**config.mk**
```make
export PLATFORM = sky130hd
export DESIGN_NAME = mem_stage_lsu_flat
export DESIGN_NICKNAME = d
export VERILOG_FILES = /design/src/rtl/mem_stage_lsu_pkg.sv /design/src/rtl/mem_stage_lsu_if.sv /design/src/rtl/mem_stage_lsu_load_align.sv /design/src/rtl/mem_stage_lsu.sv /design/src/flat_wrapper.sv
export SDC_FILE = /design/constraint.sdc
export NUM_CORES = 1
export LEC_CHECK = 0
export BUFFER_PORTS_ARGS = -buffer_cell sky130_fd_sc_hd__buf_2
export CORE_MARGIN = 2
export CORE_UTILIZATION = 40
export DETAILED_ROUTE_END_ITERATION = 10
export PLACE_DENSITY = 0.8
export SLEW_MARGIN = 20
export SYNTH_ARGS = -nofsm -noshare
export SYNTH_HDL_FRONTEND = slang
export SYNTH_SLANG_ARGS = --single-unit
export TNS_END_PERCENT = 5
```
**constraint.sdc**
```tcl
create_clock -name clk -period 3.85 [get_ports clk]
set_clock_uncertainty 0.05 [all_clocks]
set_input_delay 0.385 -clock clk [delete_from_list [all_inputs] [get_ports clk]]
set_output_delay 0.385 -clock clk [all_outputs]
set_load 0.02 [all_outputs]
```
**src/rtl/mem_stage_lsu_pkg.sv**
```systemverilog
// Shared RISC-V LSU definitions: funct3 access codes, LSU state encoding,
// and the byte-enable helper used by the MEM stage.
package riscv_pkg;

  localparam logic [2:0] F3_B  = 3'b000;
  localparam logic [2:0] F3_H  = 3'b001;
  localparam logic [2:0] F3_W  = 3'b010;
  localparam logic [2:0] F3_BU = 3'b100;
  localparam logic [2:0] F3_HU = 3'b101;

  typedef enum logic [1:0] {
    IDLE = 2'd0,
    BUSY = 2'd1,
    DONE = 2'd2
  } lsu_state_t;

  // funct3[1:0] encodes the access size for both signed and unsigned forms.
  function automatic logic [3:0] lsu_byte_en(input logic [2:0] f3, input logic [1:0] off);
    case (f3[1:0])
      2'b00:   return 4'b0001 << off;
      2'b01:   return 4'b0011 << off;
      default: return 4'b1111;
    endcase
  endfunction

endpackage

```
**src/rtl/mem_stage_lsu_if.sv**
```systemverilog
// Data-memory req/ack bus between the MEM-stage LSU (master) and data memory (slave).
interface mem_stage_lsu_if #(parameter int XLEN = 32);

  logic            dmem_req;
  logic            dmem_we;
  logic [XLEN-1:0] dmem_addr;
  logic [3:0]      dmem_be;
  logic [XLEN-1:0] dmem_wdata;
  logic            dmem_ack;
  logic [XLEN-1:0] dmem_rdata;

  modport master (
    output dmem_req, dmem_we, dmem_addr, dmem_be, dmem_wdata,
    input  dmem_ack, dmem_rdata
  );

  modport slave (
    input  dmem_req, dmem_we, dmem_addr, dmem_be, dmem_wdata,
    output dmem_ack, dmem_rdata
  );

endinterface

```
**src/rtl/mem_stage_lsu_load_align.sv**
```systemverilog
// Combinational load formatter: picks the byte/halfword lane of a raw memory
// word and sign- or zero-extends it to XLEN.
module lsu_load_align
  import riscv_pkg::*;
#(
  parameter int XLEN = 32
) (
  input  logic [XLEN-1:0] i_word,
  input  logic [1:0]      i_offset,
  input  logic [2:0]      i_funct3,
  output logic [XLEN-1:0] o_result
);

  logic [7:0]  w_byte;
  logic [15:0] w_half;

  assign w_byte = i_word[{i_offset, 3'b000} +: 8];
  assign w_half = i_offset[1] ? i_word[31:16] : i_word[15:0];

  always_comb begin
    o_result = i_word;
    case (i_funct3)
      F3_B:    o_result = {{(XLEN-8){w_byte[7]}}, w_byte};
      F3_H:    o_result = {{(XLEN-16){w_half[15]}}, w_half};
      F3_BU:   o_result = {{(XLEN-8){1'b0}}, w_byte};
      F3_HU:   o_result = {{(XLEN-16){1'b0}}, w_half};
      default: o_result = i_word;
    endcase
  end

endmodule

```
**src/rtl/mem_stage_lsu.sv**
```systemverilog
// MEM-stage load/store unit: IDLE/BUSY/DONE handshake to data memory with
// alignment checks. Optional BUSY timeout enabled by defining LSU_TIMEOUT_EN.
module mem_stage_lsu
  import riscv_pkg::*;
#(
  parameter int XLEN           = 32,
  parameter int TIMEOUT_CYCLES = 255
) (
  input  logic                 clk,
  input  logic                 reset,
  input  logic                 mem_read_in,
  input  logic                 mem_write_in,
  input  logic [2:0]           funct3_in,
  input  logic [XLEN-1:0]      address_in,
  input  logic [XLEN-1:0]      write_data_in,
  mem_stage_lsu_if.master      bus,
  output logic [XLEN-1:0]      read_data_out,
  output logic                 stall_out,
  output logic                 fault_out
);

  lsu_state_t      r_state;
  logic [2:0]      r_funct3;
  logic [1:0]      r_offset;
  logic            w_access;
  logic            w_illegal;
  logic            w_misalign;
  logic            w_fault;
  logic            w_start;
  logic [XLEN-1:0] w_store_data;
  logic [XLEN-1:0] w_load_data;

`ifdef LSU_TIMEOUT_EN
  localparam int CNT_W = ($clog2(TIMEOUT_CYCLES + 1) > 8) ? $clog2(TIMEOUT_CYCLES + 1) : 8;
  logic [CNT_W-1:0] r_cnt;
`endif

  assign w_access = mem_read_in | mem_write_in;

  // Unsigned forms exist only for loads; anything unlisted is illegal.
  always_comb begin
    w_illegal  = mem_read_in & mem_write_in;
    w_misalign = 1'b0;
    case (funct3_in)
      F3_B:  w_misalign = 1'b0;
      F3_H:  w_misalign = address_in[0];
      F3_W:  w_misalign = |address_in[1:0];
      F3_BU: w_illegal  = w_illegal | mem_write_in;
      F3_HU: begin
        w_illegal  = w_illegal | mem_write_in;
        w_misalign = address_in[0];
      end
      default: w_illegal = 1'b1;
    endcase
  end

  assign w_fault   = w_access & (w_illegal | w_misalign);
  assign w_start   = (r_state == IDLE) & w_access & ~w_fault;
  assign stall_out = w_start | (r_state == BUSY);

  always_comb begin
    case (funct3_in[1:0])
      2'b00:   w_store_data = {4{write_data_in[7:0]}};
      2'b01:   w_store_data = {2{write_data_in[15:0]}};
      default: w_store_data = write_data_in;
    endcase
  end

  lsu_load_align #(.XLEN(XLEN)) u_align (
    .i_word   (bus.dmem_rdata),
    .i_offset (r_offset),
    .i_funct3 (r_funct3),
    .o_result (w_load_data)
  );

  // Bus outputs are latched on entry to BUSY and held until the ack edge.
  always_ff @(posedge clk) begin
    if (reset) begin
      r_state        <= IDLE;
      r_funct3       <= 3'b000;
      r_offset       <= 2'b00;
      bus.dmem_req   <= 1'b0;
      bus.dmem_we    <= 1'b0;
      bus.dmem_addr  <= '0;
      bus.dmem_be    <= 4'b0000;
      bus.dmem_wdata <= '0;
      read_data_out  <= '0;
      fault_out      <= 1'b0;
`ifdef LSU_TIMEOUT_EN
      r_cnt          <= '0;
`endif
    end else begin
      fault_out <= 1'b0;
      case (r_state)
        IDLE: begin
          if (w_start) begin
            bus.dmem_req   <= 1'b1;
            bus.dmem_we    <= mem_write_in;
            bus.dmem_addr  <= {address_in[XLEN-1:2], 2'b00};
            bus.dmem_be    <= lsu_byte_en(funct3_in, address_in[1:0]);
            bus.dmem_wdata <= w_store_data;
            r_funct3       <= funct3_in;
            r_offset       <= address_in[1:0];
            r_state        <= BUSY;
`ifdef LSU_TIMEOUT_EN
            r_cnt          <= '0;
`endif
          end else if (w_fault) begin
            fault_out <= 1'b1;
          end
        end
        BUSY: begin
          if (bus.dmem_ack) begin
            bus.dmem_req <= 1'b0;
            if (!bus.dmem_we) read_data_out <= w_load_data;
            r_state <= DONE;
          end
`ifdef LSU_TIMEOUT_EN
          else if (r_cnt == CNT_W'(TIMEOUT_CYCLES - 1)) begin
            bus.dmem_req  <= 1'b0;
            fault_out     <= 1'b1;
            read_data_out <= '0;
            r_state       <= DONE;
          end else begin
            r_cnt <= r_cnt + 1'b1;
          end
`endif
        end
        DONE:    r_state <= IDLE;
        default: r_state <= IDLE;
      endcase
    end
  end

endmodule
```
**src/flat_wrapper.sv**
```systemverilog
// flat-port wrapper written by rule: the top's interface ports become plain ports
module mem_stage_lsu_flat import riscv_pkg::*;
#(
  parameter int XLEN           = 32,
  parameter int TIMEOUT_CYCLES = 255
)
  (clk, reset, mem_read_in, mem_write_in, funct3_in, address_in, write_data_in, read_data_out, stall_out, fault_out, bus_dmem_req, bus_dmem_we, bus_dmem_addr, bus_dmem_be, bus_dmem_wdata, bus_dmem_ack, bus_dmem_rdata);
  mem_stage_lsu_if #(.XLEN(XLEN)) bus_i ();
  input  logic clk;
  input  logic reset;
  input  logic mem_read_in;
  input  logic mem_write_in;
  input  logic [2:0] funct3_in;
  input  logic [XLEN-1:0] address_in;
  input  logic [XLEN-1:0] write_data_in;
  output logic [XLEN-1:0] read_data_out;
  output logic stall_out;
  output logic fault_out;
  output wire logic [$bits(bus_i.dmem_req)-1:0] bus_dmem_req;
  output wire logic [$bits(bus_i.dmem_we)-1:0] bus_dmem_we;
  output wire logic [$bits(bus_i.dmem_addr)-1:0] bus_dmem_addr;
  output wire logic [$bits(bus_i.dmem_be)-1:0] bus_dmem_be;
  output wire logic [$bits(bus_i.dmem_wdata)-1:0] bus_dmem_wdata;
  input wire logic [$bits(bus_i.dmem_ack)-1:0] bus_dmem_ack;
  input wire logic [$bits(bus_i.dmem_rdata)-1:0] bus_dmem_rdata;
  assign bus_dmem_req = bus_i.dmem_req;
  assign bus_dmem_we = bus_i.dmem_we;
  assign bus_dmem_addr = bus_i.dmem_addr;
  assign bus_dmem_be = bus_i.dmem_be;
  assign bus_dmem_wdata = bus_i.dmem_wdata;
  assign bus_i.dmem_ack = bus_dmem_ack;
  assign bus_i.dmem_rdata = bus_dmem_rdata;
  mem_stage_lsu #(.XLEN(XLEN), .TIMEOUT_CYCLES(TIMEOUT_CYCLES)) u_core (.clk(clk), .reset(reset), .mem_read_in(mem_read_in), .mem_write_in(mem_write_in), .funct3_in(funct3_in), .address_in(address_in), .write_data_in(write_data_in), .bus(bus_i), .read_data_out(read_data_out), .stall_out(stall_out), .fault_out(fault_out));
endmodule
```
==> out/results.tsv, run 1 <==
stage	metric	value	unit
status	outcome	complete, no violations	
synth	async_flop_share	0	%
drt	viasPerCell	5.28	
placed_design	io_buffers	205	
grt	grt_pass1_vias	4328	
worst_hold_path	hold_depth	3	
critical_path	critPathMaxFanout	60	
critical_path	arrival	2.16	ns
synth	ys_types	38	
pwr	power.switching	0.718	mW
worst_hold_path	hold_path_end	u_core.bus.dmem_addr[17]	
drt	drtPass1Iterations	5	
synth	synth_seq_cells	108	
synth	synth_fa_ha_area_share	0.213	%
finish	area_delta_synth_final	27.8	%
critical_path	r2r-start	u_core.r_funct3[1]	
finish	final_nets	848	
timing	clock.fmax	386	MHz
drt	wl_per_cell	15.3	um
synth	synth_top_family_by_area	compound AO/OA/AOI/OAI gates	
drt	routed_wl	13600	um
clock_tree	ctsResizeCount	0	
critical_path	cp_cell_sequence	buf_2 > a221oi_2 > o211a_4 > or2_2 > buf_2	
synth	syn-cell-area	4710	um2
critical_path	cpPeakStageDelay	0.65	ns
clock_tree	path_clk_slew	0.06	ns
pwr	p_leak	2.61	nW
timing	finalHoldViolations	0	
synth	synthCells	570	
pwr	power.total	2.55	mW
pwr	power_density	424	nW/um2
timing	finalSetupViolations	0	
drt	wl_met1	5800	um
pwr	p_int	1.83	mW
timing	report.final.slew_viol_count	0	
synth	synth-edff-count	0	
critical_path	cpMostUsedCell	buf_2	
synth	synth-compound-area-share	22.5	%
grt	grt_pass1_wl	21400	um
clock_tree	clockBufferDepth	2	
die	die_w	112	um
timing	timing.slew.headroom	37.7	%
finish	layout_commonest_cell	buf_2	
timing	fin_crit	2.59	ns
clock_tree	cts_buffers	9	
clock_tree	cts.sinks	108	
critical_path	critical_path.startpoint_type	input pin	
clock_tree	cts_tree	yes	
flow_run	drv_cap	0	
grt	grtUsageTotal	21.1	%
critical_path	reg2reg_to	u_core.read_data_out[0]	
drt	vias	4702	
finish	final_layout_size_suffix_gt1_share	32.5	%
grt	grt_antenna_before_repair	0	
synth	syn_avg_cell_area	8.26	um2
finish	final_cell_mix	204 x buf_2, 147 x nand2_1, 108 x dfxtp_1, 56 x a21oi_1, 50 x nor2_1	
critical_path	slowest_stage	o211a_4	
grt	grt_max_degree	61	
critical_path	rrSetupSlack	1.55	ns
critical_path	end_kind	output port	
synth	yosys.area_share.xor_xnor	0.186	%
clock_tree	cts_root_buf	clkbuf_16	
critical_path	critPathRequiredTime	3.41	ns
clock_tree	postCtsHoldBufs	0	
clock_tree	htreeDepth	3	
drt	drt_iter0_drc	408	
clock_tree	clk_latency	0.35	ns
synth	ys_seq_area_share	45.9	%
critical_path	critPathBufInv	2	
drt	drc	0	
die	core	11500	um2
drt	top_layer	met4	
synth	synth_warnings	0	
drt	ant_nets	0	
timing	rsz0062_at_grt	no	
placed_design	gp_congestion	0.911	
worst_hold_path	hp-start	address_in[17]	
synth	synthFlopType	dfxtp_1	
pwr	p_clk_share	34.6	%
drt	wl_met2	6420	um
grt	grt_overflow_total	0	
pwr	switching_share	28.2	%
critical_path	worstRegToRegCells	4	
placed_design	hpwl	9620	um
die	die_y	112	um
timing	fin_crit_sh	67.3	%
clock_tree	cts_setup_buffers	0	
drt	wl_met3	1090	um
finish	insertedDiodeCount	0	
finish	nFillCells	1089	
synth	synthMuxAreaShare	6.25	%
worst_hold_path	hold_path_class	input pin to flip-flop	
critical_path	crit_type	input pin to output port	
die	row_count	39	
pwr	seqPwrFrac	47.7	%
synth	yosys.area_share.simple	19.3	%
timing	fin_tns_setup	0	ns
die	dieArea	12700	um2
timing	worst_pin_slew	0.933	ns
critical_path	crit_family	compound AO/OA/AOI/OAI gates	
die	ioPinCount	208	
die	start_util	41.0	%
pwr	peakVddDrop	0.369	mV
pwr	share_comb_of_total_power	17.6	%
[worst max-delay path by stage]
| stage | start | to | cells past startpoint |
|---|---|---|---|
| after floorplan | mem_write_in | stall_out | 5 |
| after global placement | funct3_in[0] | stall_out | 5 |
| after detailed placement | funct3_in[0] | stall_out | 5 |
| after CTS | funct3_in[0] | stall_out | 5 |
| after global routing | funct3_in[0] | stall_out | 5 |
| final | funct3_in[0] | stall_out | 5 |
[metal layers]
layer	vias up	track usage, %
met5	-	0
met4	0	8.37
met3	27	6.43
met2	204	34.1
met1	2133	26.4
li1	2338	-
[synth_stat cells (all sizes together) (2+ instances only)]
cell type  instances  share of area, %
a311oi            15               2.8
clkinv             2              0.16
o211ai             9               1.5
inv                2              0.16
a21oi             56               6.0
o21ai             25               2.7
a211oi            28               4.8
nor2b              3              0.40
mux2               9               2.2
o211a              3              0.64
nor3               7              0.74
and3               2              0.27
nor3b              7               1.1
nand2            147                12
nand2b             3              0.40
clkbuf            31               2.5
or2                2              0.27
mux2i             17               3.6
nor2              50               4.0
a221oi            10               2.0
dfxtp            108                46
buf               18               2.7
a32o               7               1.5
[registers in the layout, indices dropped and copies added, names as in the netlist, 2 cells and up]
signal and cells:
u_core.bus.dmem_addr 30, u_core.bus.dmem_be 4, u_core.bus.dmem_wdata 32, u_core.r_funct3 3, u_core.r_offset 2, u_core.r_state 2
u_core.read_data_out 32
[kinds of logic (layout without fill, tap and decap cells)]
kind of cell             Yosys count  in the layout
adder cells (fa/ha/maj)            1              1
buffers and inverters             53            229
XOR/XNOR                           1              1
AND/OR/NAND/NOR                  223            223
flip-flops                       108            108
other                              1              2
multiplexers                      27             27
AO/OA/AOI/OAI                    156            156
[final cells by class]
cell class | instances | area [um2] | share of cell area (%)
Timing Repair Buffer | 211 | 1070 | 17.9
Tap cell | 143 | 179 | 2.98
Clock buffer | 13 | 270 | 4.49
Multi-Input combinational cell | 410 | 2310 | 38.3
Clock inverter | 1 | 7.51 | 0.125
Inverter | 4 | 15.0 | 0.250
Sequential cell | 108 | 2160 | 36.0
[worst register-to-register path: stages, from the launching register on]
cell and delay (ns):
dfxtp_1 0.90, inv_1 0.54, a311oi_1 0.40, nor3_1 0.09
a32o_1 0.23
[per-stage QoR]
step | cell area [um2] | std cells | util [%] | setup slack, ns | hold WS, ns
2_1_floorplan | 4710 | 571 | - | 2.06 | 0.413
3_5_place_dp | 5740 | 876 | 50.0 | 1.24 | 0.394
5_1_grt | 6010 | 890 | 52.4 | 1.10 | 0.207
6_report | 6010 | 890 | 52.4 | 1.26 | 0.216
4_1_cts | 6010 | 890 | 52.4 | 1.24 | 0.199
3_3_place_gp | 5740 | 876 | 50.0 | 1.27 | 0.390
[power by group through the flow]
| stage | registers [mW] | clock network (mW) | logic (mW) |
|---|---|---|---|
| 2_1_floorplan | 1.31 | 0 | 0.214 |
| 3_3_place_gp | 1.24 | 0 | 0.445 |
| 3_5_place_dp | 1.24 | 0 | 0.449 |
| 4_1_cts | 1.22 | 0.910 | 0.451 |
| 5_1_grt | 1.22 | 0.948 | 0.491 |
| 6_report | 1.22 | 0.882 | 0.450 |
Power figures use the tool's default switching activity.
==> inputs of run 2 (changes only) <==
- PLACE_DENSITY: 0.8 -> 0.83
- clock period: 3.85 -> 2.2 ns (I/O delays scaled with it)
==> run 2 against run 1 <==
Against the previous run:
- final cell count rose by 1.2%
- combinational power rose by 83%
- sequential power grew 74%
- critical endpoint unchanged
- routed wire length increased by 1.8%
- clock-buffer cell count down 3
- non-clock buffer count is 9 higher
- total power increased by 82%
- highest routed layer unchanged
- die area unchanged
- clock power increased by 92%
==> out/results.tsv, run 2 (synthesized netlist as in run 1, its figures left out) <==
stage	metric	value	unit	change
finish	final_cell_count_no_fill	901		+1.2%
placed_design	dp_slack	0.428	ns	-0.808 ns
critical_path	worstRegToRegCells	4		unchanged
timing	finalSetupViolations	0		unchanged
critical_path	reg2reg_to	u_core.read_data_out[5]		
drt	drc	0		unchanged
pwr	peakVddDrop	0.635	mV	+72%
die	ioPinCount	208		unchanged
pwr	power.total	4.64	mW	+82%
clock_tree	postCtsHoldBufs	0		unchanged
timing	worst_pin_slew	0.857	ns	-0.0760 ns
placed_design	dp_cells	885		+1.0%
die	die_y	112	um	unchanged
finish	layout_commonest_cell	buf_2		
critical_path	crit_path_start	u_core.r_state[1]		
critical_path	critPathMaxFanout	22		-63%
finish	final_layout_size_suffix_gt1_share	33.6	%	+1.1 points
critical_path	critPathBufInv	1		-1
grt	grtUsageTotal	21.7	%	+0.64 points
drt	ant_nets	0		unchanged
pwr	power_density	753	nW/um2	+78%
drt	routed_wl	13900	um	+1.8%
timing	report.final.slew_viol_count	0		unchanged
finish	area_delta_synth_final	30.7	%	
worst_hold_path	hp-start	address_in[23]		
clock_tree	clk_latency	0.35	ns	about the same
timing	fin_crit_sh	91.9	%	
clock_tree	cts_buffers	9		unchanged
clock_tree	cts.sinks	108		unchanged
critical_path	rrSetupSlack	0.45	ns	-1.10 ns
critical_path	end_kind	output port		
die	dieArea	12700	um2	unchanged
timing	worst_slack	0.178	ns	-1.08 ns
drt	wl_per_cell	15.4	um	+0.53%
timing	fin_crit	2.02	ns	
clock_tree	cts_setup_buffers	0		unchanged
critical_path	crit_type	flip-flop to output port		
critical_path	cpPeakStageDelay	0.40	ns	-0.25 ns
timing	timing.slew.headroom	42.7	%	+5.1 points
critical_path	critPathRequiredTime	1.93	ns	-1.48 ns
die	start_util	41.0	%	unchanged
finish	nFillCells	1060		-2.7%
timing	finalHoldViolations	0		unchanged
worst_hold_path	hold_depth	3		unchanged
worst_hold_path	hold_path_class	input pin to flip-flop		
drt	vias	4764		+1.3%
clock_tree	cts_tree	yes		
grt	grt_max_degree	48		-21%
placed_design	io_buffers	205		unchanged
critical_path	cp_cell_sequence	nor2_1 > o211a_4 > or2_2 > buf_2		
clock_tree	htreeDepth	3		unchanged
worst_hold_path	hold_path_end	u_core.bus.dmem_addr[23]		
timing	hold_ws	0.0508	ns	-0.165 ns
timing	clock.fmax	495	MHz	
die	row_count	39		unchanged
drt	viasPerCell	5.29		about the same
flow_run	drv_cap	0		unchanged
clock_tree	clockBufferDepth	2		unchanged
critical_path	slowest_stage	o211a_4		
placed_design	hpwl	10000	um	+4.2%
grt	grt_pass1_wl	22200	um	+3.8%
grt	grt_pass1_vias	4554		+5.2%
finish	largestRegisters	u_core.bus.dmem_wdata (32), u_core.read_data_out (32), u_core.bus.dmem_addr (30)		
drt	drtPass1Iterations	5		unchanged
status	outcome	complete, no violations		
clock_tree	cts_root_buf	clkbuf_16		
finish	final_cell_mix	204 x buf_2, 147 x nand2_1, 108 x dfxtp_1, 56 x a21oi_1, 50 x nor2_1		
critical_path	crit_family	simple AND/OR/NAND/NOR gates		
clock_tree	path_clk_slew	0.07	ns	about the same
timing	rsz0062_at_grt	no		
pwr	p_leak	2.68	nW	+2.6%
placed_design	gp_congestion	0.967		+6.1%
die	core	11500	um2	unchanged
grt	grt_antenna_before_repair	1		+1
die	die_w	112	um	unchanged
critical_path	r2r-start	u_core.r_offset[0]		
drt	drt_iter0_drc	336		-18%
critical_path	critical_path.startpoint_type	flip-flop		
finish	final_nets	857		+1.1%
critical_path	arrival	1.75	ns	-0.41 ns
clock_tree	ctsResizeCount	0		unchanged
finish	insertedDiodeCount	0		unchanged
grt	grt_overflow_total	0		unchanged
timing	fin_tns_setup	0	ns	unchanged
==> run 2: cell count changes in the layout (fill, tap and decap cells not counted) <==
cell	before	now
clkbuf_8	3	1
clkinv_4	0	1
clkinvlp_4	1	3
buf_4	7	13
clkbuf_1	1	0
inv_8	0	1
bufinv_16	0	1
buf_12	0	3
==> run 2: layout make-up <==
class | instances | area [um2] | area share [%]
clock inverter | 6 | 72.6 | 1.18
sequential | 108 | 2160 | 35.1
multi-input combinational | 410 | 2310 | 37.5
timing repair buffer | 220 | 1180 | 19.2
clock buffer | 10 | 239 | 3.88
inverter | 4 | 15.0 | 0.244
tap | 143 | 179 | 2.91
==> run 2: worst max path at each step <==
stage | slack [ns] | cells past startpoint | to
6_report | 0.18 | 4 | stall_out
5_1_grt | 0.07 | 4 | stall_out
4_1_cts | 0.18 | 4 | stall_out
3_5_place_dp | 0.43 | 6 | u_core.bus.dmem_wdata[15]
3_3_place_gp | 0.47 | 6 | u_core.bus.dmem_wdata[13]
2_1_floorplan | 0.61 | 3 | u_core.read_data_out[10]
==> run 2: stage by stage <==
step | util, % | cell area (um2)
6_report | 53.6 | 6150
3_5_place_dp | 50.9 | 5840
3_3_place_gp | 50.9 | 5840
5_1_grt | 53.6 | 6150
4_1_cts | 53.6 | 6150
2_1_floorplan | - | 4710
==> run 2: report_power, final <==
group          total (mW)  switching, mW  internal (mW)
combinational       0.823          0.513          0.310
sequential           2.12         0.0570           2.06
clock                1.69          0.767          0.924
total                4.64           1.34           3.30
==> run 2: per-layer routing <==
metal | GRT usage (%) | up-vias | part of all wire, %
li1 | - | 2348 | -
met1 | 27.5 | 2161 | 42
met2 | 34.2 | 218 | 46
met3 | 6.91 | 37 | 8.5
met4 | 9.35 | 0 | 3.5
met5 | 0 | - | 0
==> run 2: worst register-to-register path: cells and delay by family (launching register included) <==
family          cells  cell delay (ns)
simple gates        2             0.88
flops               1             0.40
compound gates      2             0.35
